<file path="src/rtl/pulse_seq_pkg.sv">
// rtl/pulse_seq_pkg.sv - shared types, defaults and channel-order helpers for the pulse sequencer
package pulse_seq_pkg;

   localparam int CH_NUM_DEF = 6;
   localparam int CNT_W_DEF  = 16;
   localparam int REP_W_DEF  = 8;
   localparam int IDX_W      = 3;

   typedef enum logic [1:0] {
      IDLE  = 2'd0,
      PULSE = 2'd1,
      GAP   = 2'd2
   } state_t;

   function automatic logic [IDX_W-1:0] first_ch(input logic dir);
      return dir ? IDX_W'(CH_NUM_DEF - 1) : IDX_W'(0);
   endfunction

   function automatic logic [IDX_W-1:0] last_ch(input logic dir);
      return dir ? IDX_W'(0) : IDX_W'(CH_NUM_DEF - 1);
   endfunction

   // Wraps at either end so a sweep boundary looks like any other step.
   function automatic logic [IDX_W-1:0] next_ch(input logic [IDX_W-1:0] ch, input logic dir);
      if (dir)
         return (ch == IDX_W'(0)) ? IDX_W'(CH_NUM_DEF - 1) : ch - IDX_W'(1);
      else
         return (ch == IDX_W'(CH_NUM_DEF - 1)) ? IDX_W'(0) : ch + IDX_W'(1);
   endfunction

endpackage

</file>
<file path="src/rtl/pulse_seq_timer.sv">
// rtl/pulse_seq_timer.sv - loadable down counter with registered last-cycle flag
module pulse_seq_timer
   import pulse_seq_pkg::*;
#(
   parameter int CNT_W = CNT_W_DEF
) (
   input  logic             clk,
   input  logic             rst_n,
   input  logic             load,
   input  logic [CNT_W-1:0] load_val,
   output logic             expired
);

   logic [CNT_W-1:0] count;
   logic [CNT_W-1:0] count_nxt;

   always_comb begin
      count_nxt = count;
      if (load)
         count_nxt = load_val;
      else if (count != '0)
         count_nxt = count - CNT_W'(1);
   end

   // expired is high during the final cycle of the loaded interval.
   always_ff @(posedge clk or negedge rst_n) begin
      if (!rst_n) begin
         count   <= '0;
         expired <= 1'b0;
      end else begin
         count   <= count_nxt;
         expired <= (count_nxt == CNT_W'(1));
      end
   end

endmodule

</file>
<file path="src/rtl/pulse_seq_ctrl.sv">
// rtl/pulse_seq_ctrl.sv - start/stop scheduler for one-hot sequential channel pulses
module pulse_seq_ctrl
   import pulse_seq_pkg::*;
#(
   parameter int CH_NUM = CH_NUM_DEF,
   parameter int CNT_W  = CNT_W_DEF,
   parameter int REP_W  = REP_W_DEF
) (
   input  logic              clk,
   input  logic              rst_n,
   input  logic              start,
   input  logic              stop,
   input  logic              dir,
   input  logic              mode_cont,
   input  logic [CNT_W-1:0]  dwell,
   input  logic [CNT_W-1:0]  gap,
   input  logic [REP_W-1:0]  repeat_n,
   output logic [CH_NUM-1:0] pulse_out,
   output logic              busy,
   output logic              done,
   output logic [IDX_W-1:0]  step_idx
);

   state_t state;
   state_t state_nxt;

   logic             dir_q;
   logic             cont_q;
   logic [CNT_W-1:0] dwell_q;
   logic [CNT_W-1:0] gap_q;
   logic [REP_W-1:0] sweeps_q;
   logic [IDX_W-1:0] ch_q;
   logic             fin_q;

   logic             tmr_load;
   logic [CNT_W-1:0] tmr_val;
   logic             tmr_exp;

   logic [CNT_W-1:0] dwell_in_eff;
   logic [REP_W-1:0] rep_in_eff;
   logic             launch;
   logic             last_step;
   logic             step_end;

   logic [CH_NUM-1:0] pulse_nxt;
   logic              busy_nxt;
   logic              done_nxt;
   logic [IDX_W-1:0]  step_nxt;

   assign dwell_in_eff = (dwell == '0) ? CNT_W'(1) : dwell;
   assign rep_in_eff   = (repeat_n == '0) ? REP_W'(1) : repeat_n;
   assign launch       = (state == IDLE) && start && !stop;
   assign last_step    = !cont_q && (sweeps_q == REP_W'(1)) && (ch_q == last_ch(dir_q));
   assign step_end     = (state == PULSE) && tmr_exp && !stop;

   pulse_seq_timer #(
      .CNT_W (CNT_W)
   ) u_timer (
      .clk      (clk),
      .rst_n    (rst_n),
      .load     (tmr_load),
      .load_val (tmr_val),
      .expired  (tmr_exp)
   );

   always_ff @(posedge clk or negedge rst_n) begin
      if (!rst_n)
         state <= IDLE;
      else
         state <= state_nxt;
   end

   // The timer reloads on every PULSE/GAP entry, including PULSE->PULSE.
   always_comb begin
      state_nxt = state;
      tmr_load  = 1'b0;
      tmr_val   = dwell_q;
      case (state)
         IDLE: begin
            if (launch) begin
               state_nxt = PULSE;
               tmr_load  = 1'b1;
               tmr_val   = dwell_in_eff;
            end
         end
         PULSE: begin
            if (stop) begin
               state_nxt = IDLE;
            end else if (tmr_exp) begin
               if (last_step) begin
                  state_nxt = IDLE;
               end else if (gap_q != '0) begin
                  state_nxt = GAP;
                  tmr_load  = 1'b1;
                  tmr_val   = gap_q;
               end else begin
                  state_nxt = PULSE;
                  tmr_load  = 1'b1;
               end
            end
         end
         GAP: begin
            if (stop) begin
               state_nxt = IDLE;
            end else if (tmr_exp) begin
               state_nxt = PULSE;
               tmr_load  = 1'b1;
            end
         end
         default: state_nxt = IDLE;
      endcase
   end

   always_ff @(posedge clk or negedge rst_n) begin
      if (!rst_n) begin
         dir_q    <= 1'b0;
         cont_q   <= 1'b0;
         dwell_q  <= CNT_W'(1);
         gap_q    <= '0;
         sweeps_q <= REP_W'(1);
         ch_q     <= '0;
         fin_q    <= 1'b0;
      end else begin
         fin_q <= step_end && last_step;
         if (launch) begin
            dir_q    <= dir;
            cont_q   <= mode_cont;
            dwell_q  <= dwell_in_eff;
            gap_q    <= gap;
            sweeps_q <= rep_in_eff;
            ch_q     <= first_ch(dir);
         end else if (step_end && !last_step) begin
            ch_q <= next_ch(ch_q, dir_q);
            if (!cont_q && (ch_q == last_ch(dir_q)))
               sweeps_q <= sweeps_q - REP_W'(1);
         end
      end
   end

   always_comb begin
      pulse_nxt = '0;
      busy_nxt  = (state != IDLE);
      done_nxt  = fin_q;
      step_nxt  = step_idx;
      if (state == PULSE) begin
         pulse_nxt[ch_q] = 1'b1;
         step_nxt        = ch_q;
      end
   end

   always_ff @(posedge clk or negedge rst_n) begin
      if (!rst_n) begin
         pulse_out <= '0;
         busy      <= 1'b0;
         done      <= 1'b0;
         step_idx  <= '0;
      end else begin
         pulse_out <= pulse_nxt;
         busy      <= busy_nxt;
         done      <= done_nxt;
         step_idx  <= step_nxt;
      end
   end

endmodule

</file>
<file path="config.mk">
export PLATFORM = sky130hd
export DESIGN_NAME = pulse_seq_ctrl
export DESIGN_NICKNAME = d
export VERILOG_FILES = /design/src/rtl/pulse_seq_pkg.sv /design/src/rtl/pulse_seq_timer.sv /design/src/rtl/pulse_seq_ctrl.sv
export SDC_FILE = /design/constraint.sdc
export NUM_CORES = 1
export LEC_CHECK = 0
export ABC_AREA = 1
export ABC_CLOCK_PERIOD_IN_PS = 3100
export CORE_ASPECT_RATIO = 0.6
export CORE_MARGIN = 8
export CORE_UTILIZATION = 33
export DETAILED_ROUTE_END_ITERATION = 12
export MAX_ROUTING_LAYER = met4
export SKIP_CTS_REPAIR_TIMING = 1
export SYNTH_ARGS = -nofsm -noshare
export SYNTH_HDL_FRONTEND = slang
export SYNTH_HIERARCHICAL = 1
export SYNTH_SLANG_ARGS = --single-unit
</file>
<file path="constraint.sdc">
create_clock -name clk -period 3.1 [get_ports clk]
set_input_delay 0.31 -clock clk [delete_from_list [all_inputs] [get_ports clk]]
set_output_delay 0.31 -clock clk [all_outputs]
set_load 0.01 [all_outputs]
</file>
==> flow_summary.json <==
{
  "drv_cap": 0,
  "path_max_fanout": 17,
  "grt_max_degree": 77,
  "synth_area_leaders": "dfrtp_1 40%, nand2_1 20%, nor2_1 6.1%",
  "ys_ff_latch": 76,
  "fin_setup_tns_ns": 0,
  "min_period_ns": 2.68,
  "clk_pin_slew_ns": 0.06,
  "core_area_um2": 13700,
  "clock_latency_ns": 0.34,
  "fmax_mhz": 373,
  "clockBufferDepth": 2,
  "numCtsBuffers": 9,
  "place_area_um2": 5400,
  "endpoint_kind": "flop",
  "area_growth_pct": 22.1,
  "start_util_pct": 33.9,
  "rsz0062_at_grt": "no",
  "worst_pin_slew_ns": 1.01,
  "finalNetCount": 774,
  "ys_seq_area_share_pct": 41.0,
  "layout_commonest_cell": "nand2_1",
  "rows": 33,
  "drt_pass1_iterations": 5,
  "p_switching_mw": 2.20,
  "grt_pass1_wl_um": 22600,
  "synthCells": 670,
  "fin_crit_sh_pct": 86.5,
  "timing.final.max_slew_violations": 0,
  "cts_root_buffer": "clkbuf_16",
  "drive_above_1_share_pct": 9.48,
  "finalHoldViolCount": 0,
  "sw_frac_of_total_pct": 43.8,
  "p_per_area_nw_per_um2": 885,
  "ant_nets": 0,
  "yosysTopAreaCell": "dfrtp_1",
  "power_mw": 5.02,
  "cp_slowest_cell": "dfrtp_1",
  "slew_headroom_pct": 32.8,
  "grt_pass1_vias": 4287,
  "die_x_um": 169,
  "cts_sinks": 76,
  "insertedDiodeCount": 0,
  "crit_chain": "nor2_1 -> nand2_1 -> nor2_2 -> nand3_2 -> nand4_4 -> nand2_1 -> nand2_1 -> o21bai_1 -> or2_2 -> nand2_1 -> nand3_1 -> nor2_1 -> nand2_1 -> nor2_1",
  "worstPathRequired_ns": 3.37,
  "p_seq_share_pct": 36.1,
  "startpoint_type": "flop",
  "setup_violations": 0,
  "netlist-cell-type-count": 41,
  "grt.overflow.total": 0,
  "avgSynthCellArea_um2": 6.94,
  "p_int_mw": 2.82,
  "peakVddDrop_mv": 0.316,
  "hpwl_um": 10400,
  "worst_ep_arrival_time_ns": 2.95,
  "p_leak_nw": 2.70,
  "antenna_found_initial": 0,
  "syn-num-nets": 721,
  "final_cell_mix": "251 x nand2_1, 75 x nor2_1, 74 x dfrtp_1",
  "final_cell_area_um2": 5670,
  "design.die.area_um2": 18300,
  "critPathMaxStageDelay_ns": 0.42,
  "place.gp.congestion": 0.895,
  "yosys_warnings": 6,
  "io_buffer_count": 56,
  "p_clk_share_pct": 19.7,
  "fin_skew_ns": 0.00894,
  "wl_per_cell_um": 14.7,
  "cpMostUsedCell": "nand2_1",
  "holdCritPathClass": "primary input to asynchronous set/reset pin",
  "synth_area_um2": 4650,
  "fillers": 1475,
  "path_class": "flop to flop",
  "wl_um": 13500,
  "die_h_um": 108,
  "num_io_pins": 57,
  "vias": 4484,
  "netlist.area_leader.share_pct": 39.8,
  "drt_iter0_drc": 408,
  "htreeDepth": 3,
  "grt_use_total_pct": 16.0,
  "drc": 0,
  "cts_tree": "yes",
  "avgViaCountPerCell": 4.87,
  "status": "complete, no violations",
  "p_comb_share_pct": 44.2
}
==> cells in the mapped netlist, drive strengths merged <==
master / instances
nand3: 49
dfrtp: 74
nor4: 1
a22oi: 1
nor2: 87
or2: 9
inv: 61
xnor2: 4
o22ai: 1
buf: 16
o21bai: 7
dfstp: 2
nand3b: 5
and3: 1
ha: 5
o21a: 1
o31ai: 1
a31oi: 2
clkbuf: 5
o21ai: 44
nor3: 5
a21oi: 14
nand4: 10
xor2: 3
o211ai: 3
and2: 1
nand2: 258
==> per-stage QoR <==
stage	utilization (%)	setup slack, ns	cells	hold slack [ns]
3_3_place_gp	39.4	0.485	904	0.340
4_1_cts	41.4	0.435	920	0.188
3_5_place_dp	39.4	0.337	904	0.340
5_1_grt	41.4	0.168	920	0.219
2_1_floorplan	-	0.878	670	0.0144
6_report	41.4	0.420	920	0.121
==> worst paths after layout <==
path                                              start  cells past startpoint                   endpoint  slack (ns)
worst max-delay path            sweeps_q[2]$_DFFE_PN0P_                     14  u_timer/expired$_DFF_PN0_        0.42
worst min-delay path                              rst_n                      1      dwell_q[12]$_DFF_PN0_        0.12
worst max register to register  sweeps_q[2]$_DFFE_PN0P_                     14  u_timer/expired$_DFF_PN0_        0.42
worst min register to register       done_nxt$_DFF_PN0_                      0             done$_DFF_PN0_        0.35
max in group asynchronous                         rst_n                      1             busy$_DFF_PN0_        2.31
min in group clk                     done_nxt$_DFF_PN0_                      0             done$_DFF_PN0_        0.35
==> sequential cells by signal, summed over array words and instances (netlist names) <==
register and count:
cont_q 1, dwell_q 16, done_nxt 1, ch_q 3
gap_q 16, busy 1, u_timer/count 16, step_idx 3
sweeps_q 8, state 2, pulse_out 6, done 1
u_timer/expired 1, dir_q 1
==> routing by layer <==
| layer | vias to the layer above | track usage [%] | part of all wire, % |
|---|---|---|---|
| met5 | - | - | 0 |
| met4 | 0 | 3.21 | 0.90 |
| met3 | 10 | 3.86 | 8.5 |
| met2 | 183 | 20.5 | 38 |
| met1 | 2062 | 24.5 | 53 |
| li1 | 2229 | - | - |
==> area by class of cell <==
type / count / area (µm²) / area share, %
sequential: 76 / 1900 / 33.6
timing repair buffer: 63 / 623 / 11.0
multi-input combinational: 512 / 2400 / 42.3
clock buffer: 10 / 229 / 4.04
inverter: 61 / 229 / 4.04
tap: 192 / 240 / 4.23
clock inverter: 6 / 48.8 / 0.860
==> critical path: cells and delay by family, from the launching register on <==
family,cells,cell delay (ns)
flops,1,0.42
compound gates,1,0.08
simple gates,13,2.11
==> power by group through the flow <==
stage | combinational, mW | clock, mW | sequential (mW)
after floorplan | 1.59 | 0 | 1.70
after global placement | 2.16 | 0 | 1.80
after detailed placement | 2.18 | 0 | 1.82
after CTS | 2.20 | 1.02 | 1.80
after global routing | 2.52 | 1.07 | 1.86
final | 2.22 | 0.991 | 1.81
==> kinds of logic after synthesis <==
| logic type | after synthesis | share of synthesized area, % |
|---|---|---|
| AOI/OAI and AO/OA | 74 | 9.15 |
| DFF | 76 | 41.0 |
| buffers and inverters | 82 | 7.40 |
| xor gates and xnor gates | 7 | 1.32 |
| adders and majority gates | 5 | 1.35 |
| and+or+nand+nor | 426 | 39.8 |
(Power assumes the default switching activity.)
==> RTL change 1, RTL diff (same flow settings) <==
The package constant `IDX_W` goes from 3 to 4.
--- a/src/rtl/pulse_seq_pkg.sv
+++ b/src/rtl/pulse_seq_pkg.sv
@@ -4,7 +4,7 @@
    localparam int CH_NUM_DEF = 6;
    localparam int CNT_W_DEF  = 16;
    localparam int REP_W_DEF  = 8;
-   localparam int IDX_W      = 3;
+   localparam int IDX_W      = 4;
 
    typedef enum logic [1:0] {
       IDLE  = 2'd0,
Interface: changed (resized step_idx); port bits go from 57 to 58. The function was not compared with the original's and may differ.
==> RTL change 1 against the unedited design <==
- setup slack got worse by 100 ps
- cell area rose by 5.2%
- routed wire length rose by 4.0%
- utilization fell by 0.14 points
- highest routed layer unchanged
- synthesized cell count rose by 5.5%
- clock skew fell by 0.84 ps
- area after synthesis rose by 4.8%
- sequential cell count rose by 2
- non-clock buffer count rose by 10
- critical path depth rose by 1
- critical path type unchanged
- total power rose by 1.0%
==> RTL change 1: results (changes against the unedited design) <==
clock_tree:
  clk_path_buf_depth: 2  # unchanged
  cts_root_buffer: "clkbuf_16"  # unchanged
  numCtsBuffers: 9  # unchanged
  clk_pin_slew_worst_paths_ps: 60  # about the same
  cts.htree.levels: 3  # unchanged
  worstSkewPairLatency_ps: 340  # about the same
global_routing:
  grt_max_degree: 79  # was 77
  grt_pass1_wl_um: 23100  # was 22,600 um
  grt_pass1_vias: 4208  # was 4,287
  antenna_found_initial: 0  # unchanged
  grt.total_usage_pct: 15.6  # was 16.0%
power:
  irDropWorstVdd_mv: 0.305  # was 0.316 mV
  p_leak_nw: 2.87  # was 2.70 nW
drt:
  first_iter_violations: 400  # was 408
  first_pass_iters: 5  # unchanged
  dr_total_vias: 4661  # was 4,484
  drcViolationCount: 0  # unchanged
  wl_um: 14100  # was 13,500 um
critical_path:
  critPathSlowestCell: "dfstp_2"  # was dfrtp_1
  path_max_fanout: 13  # was 17
  critPathArrivalTime_ps: 3050  # was 2950 ps
  critPathMaxStageDelay_ps: 550  # was 420 ps
placed_design:
  dpl.hpwl_um: 10900  # was 10,400 um
  port_buffers: 57  # was 56
  dpl_worst_slack_ps: 377  # was 337 ps
  gp_congestion: 0.865  # was 0.895
synthesis:
  ys_top_cells_by_count: "237 x nand2_1, 77 x inv_1, 76 x dfrtp_1, 72 x nor2_1, 58 x nand3_1"  # was 251 x nand2_1, 75 x nor2_1, 74 x dfrtp_1, 52 x inv_1, 47 x nand3_1
  synth_nets: 760  # was 721
  synth.area.top_cells: "dfrtp_1 39%, nand2_1 18%, nand3_1 6.0%"  # was dfrtp_1 40%, nand2_1 20%, nor2_1 6.1%
  ys_async_sr_fraction_pct: 100  # unchanged
  ys_seq_area_share_pct: 40.1  # was 41.0%
  ys.flop_type: "dfrtp_1"  # unchanged
  synth_cell_type_count: 35  # was 41
  yosysWarnings: 6  # unchanged
  synth-edff-count: 0  # unchanged
final_layout:
  num-nets-final: 820  # was 774
  drive_gt1_share_pct: 9.46  # was 9.48%
  top_regs: "dwell_q x16, gap_q x16, u_timer/count x16"  # unchanged
  fillCellCount: 1521  # was 1,475
  antenna_cells: 0  # unchanged
timing:
  finClkSkew_ps: 8.10  # was 8.94 ps
  tightest_slew_ps: 1000  # was 1010 ps
worst_hold_path:
  holdCritPathClass: "primary input to async pin"  # unchanged
run_status:
  outcome: "finished clean"  # unchanged
[RTL change 1: changes by cell type in the layout (fill, tap and decap cells not counted), sizes merged, moves of 3 or more]
cell / delta
buf: +9
inv: +19
nand2: -17
nand3: +13
nand4: +8
nor2: -5
nor3: +3
o21ai: +16
o21bai: -6
xor2: +3
[RTL change 1: stage by stage]
stage | hold WS, ps | instance area (um^2) | utilization [%] | power (mW) | cells
after global routing | 222 | 5970 | 41.3 | 5.52 | 970
after global placement | 337 | 5670 | 39.2 | 3.98 | 954
after CTS | 191 | 5970 | 41.3 | 5.07 | 970
after floorplan | 14.4 | 4870 | - | 3.31 | 707
final | 130 | 5970 | 41.3 | 5.07 | 970
after detailed placement | 337 | 5670 | 39.2 | 3.98 | 954
[RTL change 1: path summary, 6_finish.rpt]
check | from | end | slack [ps] | cells past startpoint
setup reg to reg | sweeps_q[0] | u_timer/expired | 320 | 15
max in group asynchronous | rst_n | busy | 2310 | 1
hold reg to reg | done_nxt | done | 350 | 0
setup / recovery | sweeps_q[0] | u_timer/expired | 320 | 15
min in group clk | done_nxt | done | 350 | 0
hold / removal | rst_n | sweeps_q[1] | 130 | 1
[RTL change 1: final cells by class]
type / count / area, um^2 / area share (%)
tap: 198 / 248 / 4.15
inverter: 83 / 313 / 5.24
timing repair buffer: 73 / 688 / 11.5
sequential: 78 / 1950 / 32.8
clock inverter: 6 / 70.1 / 1.17
multi-input combinational: 522 / 2460 / 41.3
clock buffer: 10 / 229 / 3.84
[RTL change 1: cells by family after synthesis]
group,Yosys count,share of synthesized area (%)
AO/OA/AOI/OAI,79,8.78
XOR/XNOR,8,1.44
adder cells (fa/ha/maj),7,1.80
buffers and inverters,107,9.30
flip-flops,78,40.1
AND/OR/NAND/NOR,428,38.6
[RTL change 1: worst max-delay path, delay by kind of cell (launching register included)]
| kind | cells | cell delay [ps] |
|---|---|---|
| flops | 1 | 550 |
| simple gates | 13 | 1730 |
| buf+inv | 1 | 230 |
| fa+ha+maj | 1 | 170 |
[RTL change 1: report_power, final]
part	internal [mW]	leakage (nW)	switching [mW]	total, mW
Clock	0.628	0.135	0.442	1.07
Sequential	1.44	0.971	0.359	1.80
Combinational	0.829	1.76	1.37	2.20
[RTL change 1: routing by layer]
layer / up-vias / share of wire, % / track usage [%]
li1: 2367 / - / -
met1: 2121 / 58 / 25.3
met2: 164 / 35 / 18.5
met3: 9 / 6.7 / 3.61
met4: 0 / 0.59 / 2.27
met5: - / 0 / -
==> RTL change 2, RTL diff (config.mk and constraints unchanged) <==
Made on the original files. Encoding of `state_t`: now one-hot (3 bits for 3 states).
--- a/src/rtl/pulse_seq_pkg.sv
+++ b/src/rtl/pulse_seq_pkg.sv
@@ -6,10 +6,10 @@
    localparam int REP_W_DEF  = 8;
    localparam int IDX_W      = 3;
 
-   typedef enum logic [1:0] {
-      IDLE  = 2'd0,
-      PULSE = 2'd1,
-      GAP   = 2'd2
+   typedef enum logic [2:0] {
+      IDLE  = 3'b001,
+      PULSE = 3'b010,
+      GAP   = 3'b100
    } state_t;
 
    function automatic logic [IDX_W-1:0] first_ch(input logic dir);
Formal check against the unedited RTL: no difference found for any inputs over 10 cycles, from zero or initial values and one cycle with rst_n low; not proved beyond that.
==> RTL change 2 against the unedited design <==
- sequential cell count up 1
- via count down 0.71%
- count of clock-buffer cells in the layout down 1
- routed wire length down 4.6%
- setup slack better by 150 ps
- critical path type unchanged
- area after synthesis up 6.3%
- total power up 3.7%
- cell area up 5.4%
- highest routed layer unchanged
==> RTL change 2: results (changes against the unedited design) <==
timing:
  finClkSkew_ps: 7.45  # was 8.94 ps
  tightest_slew_ps: 882  # was 1010 ps
critical_path:
  critPathMaxStageDelay_ps: 570  # was 420 ps
  r2r_start: "sweeps_q[0]"  # was sweeps_q[2]
  reg2reg_depth: 16  # was 14
  path_max_fanout: 19  # was 17
  critPathArrivalTime_ps: 2800  # was 2950 ps
  reg2reg_setup_slack_ps: 570  # was 420 ps
  critPathSlowestCell: "dfstp_2"  # was dfrtp_1
global_routing:
  grt_pass1_wl_um: 21600  # was 22,600 um
  use_met1_pct: 21.9  # was 24.5%
  grt.total_usage_pct: 14.1  # was 16.0%
  grt_max_degree: 55  # was 77
  grt_pass1_vias: 4187  # was 4,287
  met2_usage_pct: 17.5  # was 20.5%
  met3_usage_pct: 3.44  # was 3.86%
synthesis:
  syn_inst: 710  # was 670
  synth_cell_type_count: 37  # was 41
  synth.area.top_cells: "dfrtp_1 37%, nand2_1 15%, inv_1 8.4%"  # was dfrtp_1 40%, nand2_1 20%, nor2_1 6.1%
  synth_nets: 761  # was 721
  ys_seq_area_share_pct: 39.1  # was 41.0%
  ys_async_sr_fraction_pct: 100  # unchanged
  synth-adder-area-share_pct: 1.27  # was 1.35%
  ys_top_cells_by_count: "204 x nand2_1, 110 x inv_1, 77 x nor2_1, 74 x dfrtp_1, 51 x nand3_1"  # was 251 x nand2_1, 75 x nor2_1, 74 x dfrtp_1, 52 x inv_1, 47 x nand3_1
  yosys.area_share.xor_xnor_pct: 0.709  # was 1.32%
  synth_compound_area_share_pct: 9.19  # was 9.15%
drt:
  wl_per_cell_um: 13.4  # was 14.7 um
  wl_met2_um: 4650  # was 5130 um
  wl_met1_um: 7430  # was 7130 um
  via_per_inst: 4.60  # was 4.87
  first_iter_violations: 328  # was 408
  dr_total_vias: 4452  # was 4,484
run_status:
  outcome: "finished clean"  # unchanged
power:
  power.internal_mw: 2.92  # was 2.82 mW
  powerDensity_mw_per_mm2: 871  # was 885 mW/mm^2
  irDropWorstVdd_mv: 0.274  # was 0.316 mV
  p_leak_nw: 2.89  # was 2.70 nW
placed_design:
  gp_congestion: 0.899  # was 0.895
  dpl.hpwl_um: 10100  # was 10,400 um
final_layout:
  num-nets-final: 816  # was 774
==> RTL change 2: through the flow <==
step	total power [mW]	instance area [um^2]	setup slack, ps	hold WS (ps)
2_1_floorplan	3.56	4940	918	14.4
3_3_place_gp	4.19	5700	490	353
3_5_place_dp	4.20	5700	407	352
4_1_cts	5.22	5980	559	35.8
5_1_grt	5.71	5980	317	71.3
6_report	5.21	5980	570	17.0
==> RTL change 2: final cells by class <==
cell class              count  area (um^2)
fillers                  1547         8570
multi-input cells         497         2440
flip-flops and latches     77         1930
repair buffers             64          643
inverters                 116          435
well taps                 198          248
clock buffers               9          225
clock inverters             7         57.6
==> RTL change 2: power by group through the flow <==
stage	combinational [mW]	clock [mW]	sequential, mW
5_1_grt	2.89	1.07	1.76
2_1_floorplan	1.91	0	1.66
4_1_cts	2.50	1.02	1.70
6_report	2.51	0.998	1.70
3_5_place_dp	2.49	0	1.71
3_3_place_gp	2.48	0	1.71
